## src/rtl/neopixel_frame_arb.sv

```systemverilog
`default_nettype none
// ============================================================================
// Module   : neopixel_frame_arb
// Purpose  : Frame-atomic two-source arbiter in front of a NeoPixel TX FIFO.
//            A granted source streams pixels straight into the FIFO. The
//            transmitter runs only after the whole frame is buffered, and a
//            fixed idle gap follows before the next grant.
// Options  : NEO_FRAME_CNT_EN adds frame_cnt_o, a wrapping count of sent frames.
// Revision : 1.0  initial release
// ============================================================================
module neopixel_frame_arb #(
   parameter int MAX_PIXELS = 1023,
   parameter int GAP_CYCLES = 1200
) (
   input  logic        clk_20MHz_i,
   input  logic        neo_rst_i,
   input  logic        src0_valid_i,
   input  logic [23:0] src0_rgb_i,
   input  logic        src0_last_i,
   output logic        src0_ready_o,
   input  logic        src1_valid_i,
   input  logic [23:0] src1_rgb_i,
   input  logic        src1_last_i,
   output logic        src1_ready_o,
   input  logic        fifo_full_flg_i,
   input  logic        fifo_empty_flg_i,
   output logic        wr_en_o,
   output logic [23:0] neo_rgb_o,
   output logic        neo_msgTyp_o,
   output logic        neo_tx_enable_o,
   output logic        owner_o,
   output logic        busy_o
`ifdef NEO_FRAME_CNT_EN
   ,
   output logic [15:0] frame_cnt_o
`endif
);

   localparam logic [1:0] c_IDLE  = 2'd0;
   localparam logic [1:0] c_XFER  = 2'd1;
   localparam logic [1:0] c_DRAIN = 2'd2;
   localparam logic [1:0] c_GAP   = 2'd3;

   localparam int                 c_GAP_W    = (GAP_CYCLES > 1) ? $clog2(GAP_CYCLES) : 1;
   localparam logic [c_GAP_W-1:0] c_GAP_LAST = c_GAP_W'(GAP_CYCLES - 1);
   localparam logic [9:0]         c_PIX_LAST = 10'(MAX_PIXELS - 1);

   logic [1:0]         r_state;
   logic               r_owner;
   logic               r_last_served;
   logic [9:0]         r_pix_cnt;
   logic [c_GAP_W-1:0] r_gap_cnt;
   logic               r_tx_en;

   logic               w_own_valid;
   logic               w_own_last;
   logic [23:0]        w_own_rgb;
   logic               w_xfer;
   logic               w_ready;
   logic               w_accept;
   logic               w_eof;

   // Owner-selected view of the two source ports
   assign w_own_valid = r_owner ? src1_valid_i : src0_valid_i;
   assign w_own_last  = r_owner ? src1_last_i  : src0_last_i;
   assign w_own_rgb   = r_owner ? src1_rgb_i   : src0_rgb_i;

   // Handshake and zero-latency FIFO write path; end of frame is the source's
   // own last flag or the pixel limit, whichever comes first
   assign w_xfer   = (r_state == c_XFER);
   assign w_ready  = w_xfer & ~fifo_full_flg_i;
   assign w_accept = w_ready & w_own_valid;
   assign w_eof    = w_xfer & (w_own_last | (r_pix_cnt == c_PIX_LAST));

   assign src0_ready_o    = w_ready & ~r_owner;
   assign src1_ready_o    = w_ready &  r_owner;
   assign wr_en_o         = w_accept;
   assign neo_rgb_o       = w_own_rgb;
   assign neo_msgTyp_o    = w_eof;
   assign neo_tx_enable_o = r_tx_en;
   assign owner_o         = r_owner;
   assign busy_o          = (r_state != c_IDLE);

   // Arbitration FSM: grant, buffer the frame, transmit, then hold off for the gap.
   // last_served resets to 1 so that source 0 wins the first tie.
   always_ff @(posedge clk_20MHz_i or negedge neo_rst_i) begin
      if (!neo_rst_i) begin
         r_state       <= c_IDLE;
         r_owner       <= 1'b0;
         r_last_served <= 1'b1;
         r_pix_cnt     <= 10'd0;
         r_gap_cnt     <= '0;
         r_tx_en       <= 1'b0;
      end else begin
         case (r_state)
            c_IDLE: begin
               if (src0_valid_i | src1_valid_i) begin
                  r_owner   <= (src0_valid_i & src1_valid_i) ? ~r_last_served : src1_valid_i;
                  r_pix_cnt <= 10'd0;
                  r_state   <= c_XFER;
               end
            end
            c_XFER: begin
               if (w_accept) begin
                  if (w_eof) begin
                     r_state <= c_DRAIN;
                     r_tx_en <= 1'b1;
                  end else begin
                     r_pix_cnt <= r_pix_cnt + 10'd1;
                  end
               end
            end
            c_DRAIN: begin
               if (fifo_empty_flg_i) begin
                  r_state   <= c_GAP;
                  r_tx_en   <= 1'b0;
                  r_gap_cnt <= '0;
               end
            end
            c_GAP: begin
               if (r_gap_cnt == c_GAP_LAST) begin
                  r_state       <= c_IDLE;
                  r_last_served <= r_owner;
               end else begin
                  r_gap_cnt <= r_gap_cnt + c_GAP_W'(1);
               end
            end
            default: r_state <= c_IDLE;
         endcase
      end
   end

`ifdef NEO_FRAME_CNT_EN
   logic [15:0] r_frame_cnt;

   // Count frames whose transmission completed (DRAIN -> GAP), wrapping at 16 bits
   always_ff @(posedge clk_20MHz_i or negedge neo_rst_i) begin
      if (!neo_rst_i) begin
         r_frame_cnt <= 16'd0;
      end else if ((r_state == c_DRAIN) && fifo_empty_flg_i) begin
         r_frame_cnt <= r_frame_cnt + 16'd1;
      end
   end

   assign frame_cnt_o = r_frame_cnt;
`endif

endmodule
`default_nettype wire
```

## config.mk

```make
export PLATFORM = sky130hd
export DESIGN_NAME = neopixel_frame_arb
export DESIGN_NICKNAME = d
export VERILOG_FILES = /design/src/rtl/neopixel_frame_arb.sv
export SDC_FILE = /design/constraint.sdc
export NUM_CORES = 1
export LEC_CHECK = 0
export CORE_MARGIN = 5
export CORE_UTILIZATION = 42
export DETAILED_ROUTE_END_ITERATION = 16
export GPL_ROUTABILITY_DRIVEN = 0
export PLACE_DENSITY = 0.79
export SETUP_SLACK_MARGIN = 0.5
export SLEW_MARGIN = 20
export SYNTH_ARGS = -nofsm -noshare
export SYNTH_HDL_FRONTEND = slang
export SYNTH_SLANG_ARGS = --single-unit
```

## constraint.sdc

```tcl
create_clock -name clk_20MHz_i -period 2.8 [get_ports clk_20MHz_i]
set_input_delay 0.56 -clock clk_20MHz_i [delete_from_list [all_inputs] [get_ports clk_20MHz_i]]
set_output_delay 0.56 -clock clk_20MHz_i [all_outputs]
set_load 0.05 [all_outputs]
```

==> results.ini, run 1 <==
[setup_path]
crit_chain = inv_2 -> ha_4 -> nand4_1 -> o31ai_4 -> inv_2 -> nor2_4 -> buf_12
crit_type = reg -> out
startpoint_type = register
crit_top_cell = inv_2
arrival_ps = 1660
required_ps = 2240
crit_path_top_delay_cell = dfrtp_1
path_max_fanout = 3
cp-end-kind = output port
cpPeakStageDelay_ps = 400

[synthesis]
post-synth-top-count-cell = dfrtp_1
synth_top_area_share_pct = 32.9
synthArstFlopShare_pct = 100
synth_seq_area_share_pct = 34.2
synthTopCellsByCount = dfrtp_1 (25), mux2_2 (24), nor2_1 (20)
synth_area_leaders = dfrtp_1 (33%), mux2_2 (14%), ha_1 (4.6%)
synth-edff-count = 0
syn_nets = 259
synth_area_um2 = 1900
synth_seq_cells = 26
synth_cell_types = 50
avgSynthCellArea_um2 = 9.72
synth_area_leader_cell = dfrtp_1
synth_ff_type = dfrtp_1
syn-instance-count = 196
yosysWarnings = 0

[power]
leakage_nw = 1.25
switching_share_pct = 50.3
powerDensity_nw_per_um2 = 856
switchingPower_mw = 1.26
combPwrFrac_pct = 69.4
internal-power_mw = 1.24
vdd.ir_drop.worst_v = 0.000687
pwr-share-seq_pct = 20.9
p_clk_share_pct = 9.7

[floorplanning]
die_area_um2 = 5980
fp-row-count = 24
io_pins = 87
die_height_um = 77.3
start_util_pct = 43.4
die_w_um = 77.3
core-area_um2 = 4380

[placement]
placed_cells = 333
dp_slack_ps = 410
dp_hpwl_um = 4550
port_buffers = 86

[cts]
cts_made_buffers = 3
cts.htree.levels = 1
cts_tree = done
clk_latency_ps = 270
clockBufferDepth = 2
ctsRootBufferMaster = clkbuf_8
clk_pin_slew_ps = 90
cts_sinks = 26

[global_route]
grt_overflow = 0
grt_max_degree = 27
grt_pass1_wl_um = 9000
grt_usage_pct = 18.1
grt_pass1_vias = 1810
antenna_found_initial = 0

[finish]
finalNetCount = 352
area_growth_syn_to_layout_pct = 53.4
layoutNonFillerInstCount = 340
n_antenna_cell = 0
utilization_pct = 66.6
drive_gt1_share_pct = 29.5

[sta]
period_minus_slack_ps = 2220
clock.fmax_mhz = 450
slew_viol_final = 0
finalHoldViolations = 0
worst_clock_skew_ps = 3.44
fin_setup_tns_ps = 0
timing.final.crit_share_pct = 79.4
finalSetupViolations = 0
relSlewSlack_pct = 64.4
timing.final.ws_setup_ps = 575
worst_pin_slew_ps = 533
rsz0062_at_grt = true

[job]
drv_cap = 0

[drt]
num_vias = 1857
viasPerCell = 5.46
routedWlPerCell_um = 16.4
ant_nets = 0
first_pass_iters = 4
drtIter0Drc = 53
drt_wl_total_um = 5580
drc = 0

[hold_path]
hold_class = reg -> reg

[run_status]
status = finished, final reports clean

-- placed cells by master, fill, tap and decap left out, drive strengths merged, types with 2 or more instances in the layout --
cell type,n
dfrtp,25
a21oi,7
inv,10
nor2b,4
o21ai,5
xor2,5
nand3,10
mux2i,5
and3,5
nor2,20
buf,38
xnor2,6
nand2,13
mux2,26
a22o,3
clkbuf,4
nor3,2
ha,7
a2111oi,4
clkdlybuf4s50,56
o31ai,3
nand4,6
-- path summary, 6_finish.rpt --
kind,slack (ps),cells after the start,start,endpoint
worst max register to register,700,7,r_state[0],r_pix_cnt[6]
worst min register to register,490,2,r_last_served,r_last_served
worst min-delay path,490,2,r_last_served,r_last_served
worst max-delay path,580,7,r_pix_cnt[0],neo_msgTyp_o
max in group asynchronous,1850,2,neo_rst_i,r_last_served
min in group asynchronous,650,2,neo_rst_i,r_gap_cnt[0]
-- area by class of cell --
cell class                      count  area, µm²
Fill cell                         354       1460
Tap cell                           52       65.1
Inverter                           10       37.5
Timing Repair Buffer               95        905
Clock buffer                        4       55.1
Sequential cell                    26        652
Multi-Input combinational cell    153       1210
-- cell families (layout without fill, tap and decap cells) --
kind of cell / Yosys count / count (layout) / synth area share [%]
flip-flops: 26 / 26 / 34.2
XOR/XNOR: 11 / 11 / 5.06
buffers and inverters: 17 / 109 / 4.14
adder cells (fa/ha/maj): 7 / 7 / 4.60
AND/OR/NAND/NOR: 69 / 69 / 18.5
AO/OA/AOI/OAI: 35 / 35 / 15.4
multiplexers: 31 / 31 / 18.0
-- state kept, by name, indices dropped and copies added, names as in the netlist --
register and flops:
neo_tx_enable_o 1, owner_o 1, r_gap_cnt 11, r_last_served 1
r_pix_cnt 10, r_state 2
-- worst max-delay path, delay by kind of cell (launching register included) --
family	cells	cell delay (ps)
AO/OA/AOI/OAI	1	280
adder cells (fa/ha/maj)	1	120
buffers and inverters	3	320
flip-flops	1	400
AND/OR/NAND/NOR	2	270
-- power groups by stage --
stage | combinational, mW | sequential, mW | clock, mW
3_5_place_dp | 1.71 | 0.535 | 0
3_3_place_gp | 1.69 | 0.535 | 0
5_1_grt | 1.84 | 0.539 | 0.267
6_report | 1.73 | 0.524 | 0.242
2_1_floorplan | 1.16 | 0.561 | 0
4_1_cts | 1.73 | 0.524 | 0.252
-- what timing repair did --
item	CTS	global route
buffers inserted	2	1
endpoints found under the setup margin	2	2
pin swaps	3	1
gates resized for setup	5	3
hold buffers	0	0
-- stage by stage --
stage / total power, mW / hold WS, ps / cell area (µm²)
2_1_floorplan: 1.72 / 264 / 1910
3_3_place_gp: 2.23 / 480 / 2820
3_5_place_dp: 2.24 / 485 / 2820
4_1_cts: 2.51 / 498 / 2900
5_1_grt: 2.64 / 533 / 2920
6_report: 2.50 / 493 / 2920
-- per-layer routing --
| metal | up-vias | wire length, µm | global-route usage [%] |
|---|---|---|---|
| met1 | 888 | 2260 | 21.0 |
| li1 | 898 | - | - |
| met4 | 0 | 88 | 4.98 |
| met2 | 65 | 2860 | 32.7 |
| met5 | - | 0 | 0 |
| met3 | 6 | 362 | 4.51 |
(Power assumes the default switching activity.)
==> run 2: changes to the inputs <==
==> constraint.sdc (replaced) <==
create_clock -name clk_20MHz_i -period 2.21 [get_ports clk_20MHz_i]
set_input_delay 0.442 -clock clk_20MHz_i [delete_from_list [all_inputs] [get_ports clk_20MHz_i]]
set_output_delay 0.442 -clock clk_20MHz_i [all_outputs]
set_load 0.05 [all_outputs]
==> results.ini, run 2 (synthesis gave the netlist of run 1 again) <==
[run_status]
status = finished, final reports clean

[cts]
clk_latency_ps = 270  ; about the same
cts_made_buffers = 3  ; unchanged
cts.htree.levels = 1  ; unchanged
ctsRootBufferMaster = clkbuf_8
cts_sinks = 26  ; unchanged
cts_tree = done
clk_pin_slew_ps = 100  ; about the same
clockBufferDepth = 2  ; unchanged

[setup_path]
path_max_fanout = 2  ; -1
regToRegSetupSlack_ps = 50  ; -650 ps
startpoint_type = register
required_ps = 1770  ; -470 ps
crit_type = reg -> out
cp-end-kind = output port
arrival_ps = 1720  ; +60 ps

[drt]
ant_nets = 0  ; unchanged
drtIter0Drc = 108  ; +100%
drc = 0  ; unchanged
first_pass_iters = 4  ; unchanged
viasPerCell = 6.07  ; +11%
routedWlPerCell_um = 25.2  ; +53%
drt_wl_total_um = 9470  ; +70%
num_vias = 2284  ; +23%

[sta]
worst_pin_slew_ps = 524  ; -8.17 ps
relSlewSlack_pct = 64.8  ; +0.41 points
worst_clock_skew_ps = 8.36  ; +4.91 ps
finalHoldViolations = 0  ; unchanged
period_minus_slack_ps = 2160
rsz0062_at_grt = true
fin_setup_tns_ps = 0  ; unchanged
finalSetupViolations = 0  ; unchanged
hold-worst-slack_ps = 546  ; +53.7 ps
timing.final.crit_share_pct = 97.8
clock.fmax_mhz = 463
slew_viol_final = 0  ; unchanged

[power]
pwr-share-seq_pct = 14.3  ; -6.6 points
switchingPower_mw = 2.18  ; +73%
leakage_nw = 1.70  ; +36%
p_clk_share_pct = 5.9  ; -3.8 points
combPwrFrac_pct = 79.8  ; +10 points
internal-power_mw = 2.59  ; +110%
switching_share_pct = 45.7  ; -4.6 points
vdd.ir_drop.worst_v = 0.000779  ; +13%
powerDensity_nw_per_um2 = 1220  ; +42%

[finish]
n_antenna_cell = 0  ; unchanged
layout_common_cells = clkdlybuf4s50_1 (50), buf_4 (30), buf_12 (25)
area_growth_syn_to_layout_pct = 105
largest_reg_flops = 11  ; unchanged
seq_area_um2 = 656  ; +0.58%
drive_gt1_share_pct = 48.8  ; +19 points
nFillCells = 168  ; -53%
utilization_pct = 89.2  ; +23 points
layoutNonFillerInstCount = 376  ; +11%
finalNetCount = 388  ; +10%
top_register = r_gap_cnt
multi_input_area_um2 = 1550  ; +28%
top_regs = r_gap_cnt: 11 flops, r_pix_cnt: 10 flops, r_state: 2 flops
final_common_cell = clkdlybuf4s50_1

[floorplanning]
die_area_um2 = 5980  ; unchanged
io_pins = 87  ; unchanged
die_w_um = 77.3  ; unchanged
die_height_um = 77.3  ; unchanged
core-area_um2 = 4380  ; unchanged
start_util_pct = 43.4  ; unchanged
fp-row-count = 24  ; unchanged

[global_route]
antenna_found_initial = 0  ; unchanged
grt_pass1_vias = 2176  ; +20%
grt_overflow = 0  ; unchanged
grt_pass1_wl_um = 11400  ; +27%
grt_max_degree = 27  ; unchanged
grt_usage_pct = 23.6  ; +5.5 points

[placement]
dp_hpwl_um = 4930  ; +8.4%
port_buffers = 86  ; unchanged
placed_cells = 343  ; +3.0%

[hold_path]
hold_class = in -> async

[job]
drv_cap = 0  ; unchanged

## run 2: power by group through the flow
| stage | Clock (mW) | Combinational (mW) | Sequential [mW] |
|---|---|---|---|
| 5_1_grt | 0.306 | 3.94 | 0.688 |
| 6_report | 0.281 | 3.80 | 0.682 |
| 3_5_place_dp | 0 | 2.75 | 0.695 |
| 2_1_floorplan | 0 | 1.72 | 0.718 |
| 4_1_cts | 0.282 | 3.32 | 0.658 |
| 3_3_place_gp | 0 | 2.71 | 0.691 |
## run 2: worst paths after layout
path,from,endpoint,cells after the start
min reg2reg,r_last_served,r_last_served,2
min,neo_rst_i,r_pix_cnt[2],2
min in group clk_20MHz_i,r_last_served,r_last_served,2
max,r_pix_cnt[0],neo_msgTyp_o,7
max reg2reg,r_pix_cnt[0],r_pix_cnt[2],11
max in group asynchronous,neo_rst_i,r_last_served,2
## run 2: cell type report
cell class              count  share of cell area, %
well taps                  52                   1.66
clock buffers               4                   1.15
flip-flops and latches     26                   16.8
repair buffers            131                   39.7
inverters                  10                   1.09
multi-input cells         153                   39.6
## run 2: worst max-delay path, stage by stage (launching register included)
cell and delay (ps):
dfrtp_1 400, inv_2 90, ha_4 140, nand4_1 170
o31ai_4 290, inv_2 100, nor2_4 110, buf_12 140
## run 2: repair_timing
| item | in CTS | in global routing |
|---|---|---|
| gates cloned | 1 | 0 |
| pin swaps | 8 | 26 |
| hold buffers | 0 | 0 |
| setup endpoints to repair | 50 | 54 |
| gates resized for setup | 46 | 44 |
| buffers inserted | 18 | 10 |
## run 2: metal layers
| metal | GRT usage (%) | share of wire [%] | vias to the layer above |
|---|---|---|---|
| met1 | 24.9 | 33 | 1101 |
| li1 | - | - | 974 |
| met2 | 46.1 | 53 | 159 |
| met3 | 5.32 | 7.8 | 50 |
| met5 | 0 | 0 | - |
| met4 | 6.36 | 6.0 | 0 |
## run 2: through the flow
stage          setup WS [ps]  area [µm²]  power (mW)
6_report                48.4        3910        4.77
5_1_grt                 13.7        3910        4.94
4_1_cts                  133        3630        4.26
3_5_place_dp           -12.6        3240        3.45
3_3_place_gp            20.5        3240        3.40
2_1_floorplan            264        2050        2.44
==> run 3: changes to the inputs <==
--- a/config.mk
+++ b/config.mk
@@ -15,3 +15,4 @@
 export SYNTH_ARGS = -nofsm -noshare
 export SYNTH_HDL_FRONTEND = slang
 export SYNTH_SLANG_ARGS = --single-unit
+export TNS_END_PERCENT = 50
==> results.ini, run 3 (synthesis gave the netlist of run 1 again) <==
[finish]
largest_reg_flops = 11  ; unchanged
layout_common_cells = clkdlybuf4s50_1 (52), buf_4 (42), buf_12 (24)
area_growth_syn_to_layout_pct = 103
final_common_cell = clkdlybuf4s50_1
n_antenna_cell = 0  ; unchanged
drive_gt1_share_pct = 47.4  ; -1.3 points
top_register = r_gap_cnt
final_cell_area_um2 = 3870  ; -0.96%
top_regs = r_gap_cnt: 11 flops, r_pix_cnt: 10 flops, r_state: 2 flops
finalNetCount = 395  ; +1.8%

[setup_path]
r2r-start = r_pix_cnt[0]
cpPeakStageDelay_ps = 410  ; about the same
arrival_ps = 2320  ; +600 ps
path_max_fanout = 2  ; unchanged
r2r_end = r_state[1]
crit_path_start = r_pix_cnt[0]
startpoint_type = register
regToRegSetupSlack_ps = 60  ; about the same
rr_worst_depth = 9  ; -2
crit_type = reg -> reg
crit_chain = inv_2 -> ha_4 -> nand4_1 -> o31ai_4 -> inv_2 -> buf_4 -> buf_4 -> a211o_1 -> mux2_1
required_ps = 2380  ; +610 ps
cp-end-kind = register
crit_path_top_delay_cell = dfrtp_1

[cts]
ctsRootBufferMaster = clkbuf_8
cts.htree.levels = 1  ; unchanged
cts_sinks = 26  ; unchanged
clk_pin_slew_ps = 100  ; about the same
clockBufferDepth = 2  ; unchanged
cts_made_buffers = 3  ; unchanged
cts_tree = done
cts_hold_buf = 0  ; unchanged
clk_latency_ps = 280  ; about the same

[sta]
worst_clock_skew_ps = 12.6  ; +4.23 ps
worst_pin_slew_ps = 556  ; +32.0 ps
timing.final.crit_share_pct = 97.4  ; -0.37 points
hold-worst-slack_ps = 508  ; -38.5 ps
relSlewSlack_pct = 62.6  ; -2.1 points
slew_viol_final = 0  ; unchanged
rsz0062_at_grt = true
clock.fmax_mhz = 464  ; +0.38%
period_minus_slack_ps = 2150  ; -8.16 ps
finalSetupViolations = 0  ; unchanged
finalHoldViolations = 0  ; unchanged

[power]
vdd.ir_drop.worst_v = 0.000819  ; +5.2%
power_mw = 4.71  ; -1.1%
powerDensity_nw_per_um2 = 1220  ; -0.19%
leakage_nw = 1.70  ; about the same

[hold_path]
min_to = r_last_served
hold_class = reg -> reg
hold_depth = 2
hp-start = r_last_served

[floorplanning]
core-area_um2 = 4380  ; unchanged
start_util_pct = 43.4  ; unchanged
io_pins = 87  ; unchanged
die_area_um2 = 5980  ; unchanged
die_w_um = 77.3  ; unchanged
fp-row-count = 24  ; unchanged
die_height_um = 77.3  ; unchanged

[global_route]
grt_pass1_vias = 2066  ; -5.1%
met1_usage_pct = 25.5  ; +0.58 points
grt_overflow = 0  ; unchanged
busiest_layer = met2
met2_usage_pct = 44.6  ; -1.5 points
antenna_found_initial = 0  ; unchanged
grt_max_degree = 27  ; unchanged
grt_usage_pct = 22.8  ; -0.82 points
use_met3_pct = 4.98  ; -0.35 points
grt_pass1_wl_um = 11000  ; -3.1%

[drt]
drtIter0Drc = 185  ; +71%
routedWlPerCell_um = 22.6  ; -10%
viasPerCell = 5.86  ; -3.6%
first_pass_iters = 4  ; unchanged
num_vias = 2243  ; -1.8%
drc = 0  ; unchanged
drt_wl_total_um = 8660  ; -8.5%
ant_nets = 0  ; unchanged

[placement]
placed_cell_area_um2 = 3240  ; about the same
dp_hpwl_um = 5200  ; +5.5%
port_buffers = 86  ; unchanged

[run_status]
status = finished, final reports clean

[job]
drv_cap = 0  ; unchanged

[run 3: cell type report]
cell class	count	area (µm²)
repair buffers	137	1570
multi-input cells	154	1490
flip-flops and latches	26	654
fillers	184	509
well taps	52	65.1
clock buffers	4	55.1
inverters	10	40.0
[run 3: how the worst max path moves through the flow]
stage / to / slack, ps / cells after the start
after floorplan: r_pix_cnt[6] / 260 / 7
after global placement: r_state[1] / -0.6 / 7
after detailed placement: r_state[1] / -90 / 7
after CTS: neo_msgTyp_o / 130 / 7
after global routing: r_state[1] / -20 / 9
final: r_state[1] / 60 / 9
[run 3: what timing repair did]
action	4_1_cts	5_1_grt
setup endpoints to repair	51	53
pin swaps	3	24
resized for setup	21	46
gates cloned	2	1
setup buffers	11	18
[run 3: stage by stage]
| stage | utilization [%] | cells | setup TNS, ps | worst slack [ps] |
|---|---|---|---|---|
| final | 88.4 | 383 | 0 | 56.6 |
| after detailed placement | 73.9 | 347 | -221 | -86.9 |
| after global placement | 73.9 | 347 | -0.597 | -0.597 |
| after CTS | 80.1 | 364 | 0 | 127 |
| after global routing | 88.4 | 383 | -25.0 | -21.5 |
| after floorplan | - | 196 | 0 | 264 |
[run 3: power breakdown]
group,internal [mW],switching (mW)
clock network,0.160,0.161
registers,0.567,0.120
logic,1.86,1.85
[run 3: critical path, delay by kind of cell (launching register included)]
kind                       cells  cell delay (ps)
muxes                          1              350
AOI/OAI and AO/OA              2              580
adders and majority gates      1              130
and+or+nand+nor                1              120
DFF                            1              410
buffers and inverters          4              440
[run 3: metal layers]
metal	vias up	routed length, µm
li1	996	-
met1	1073	2850
met2	134	4680
met3	40	776
met4	0	347
met5	-	0
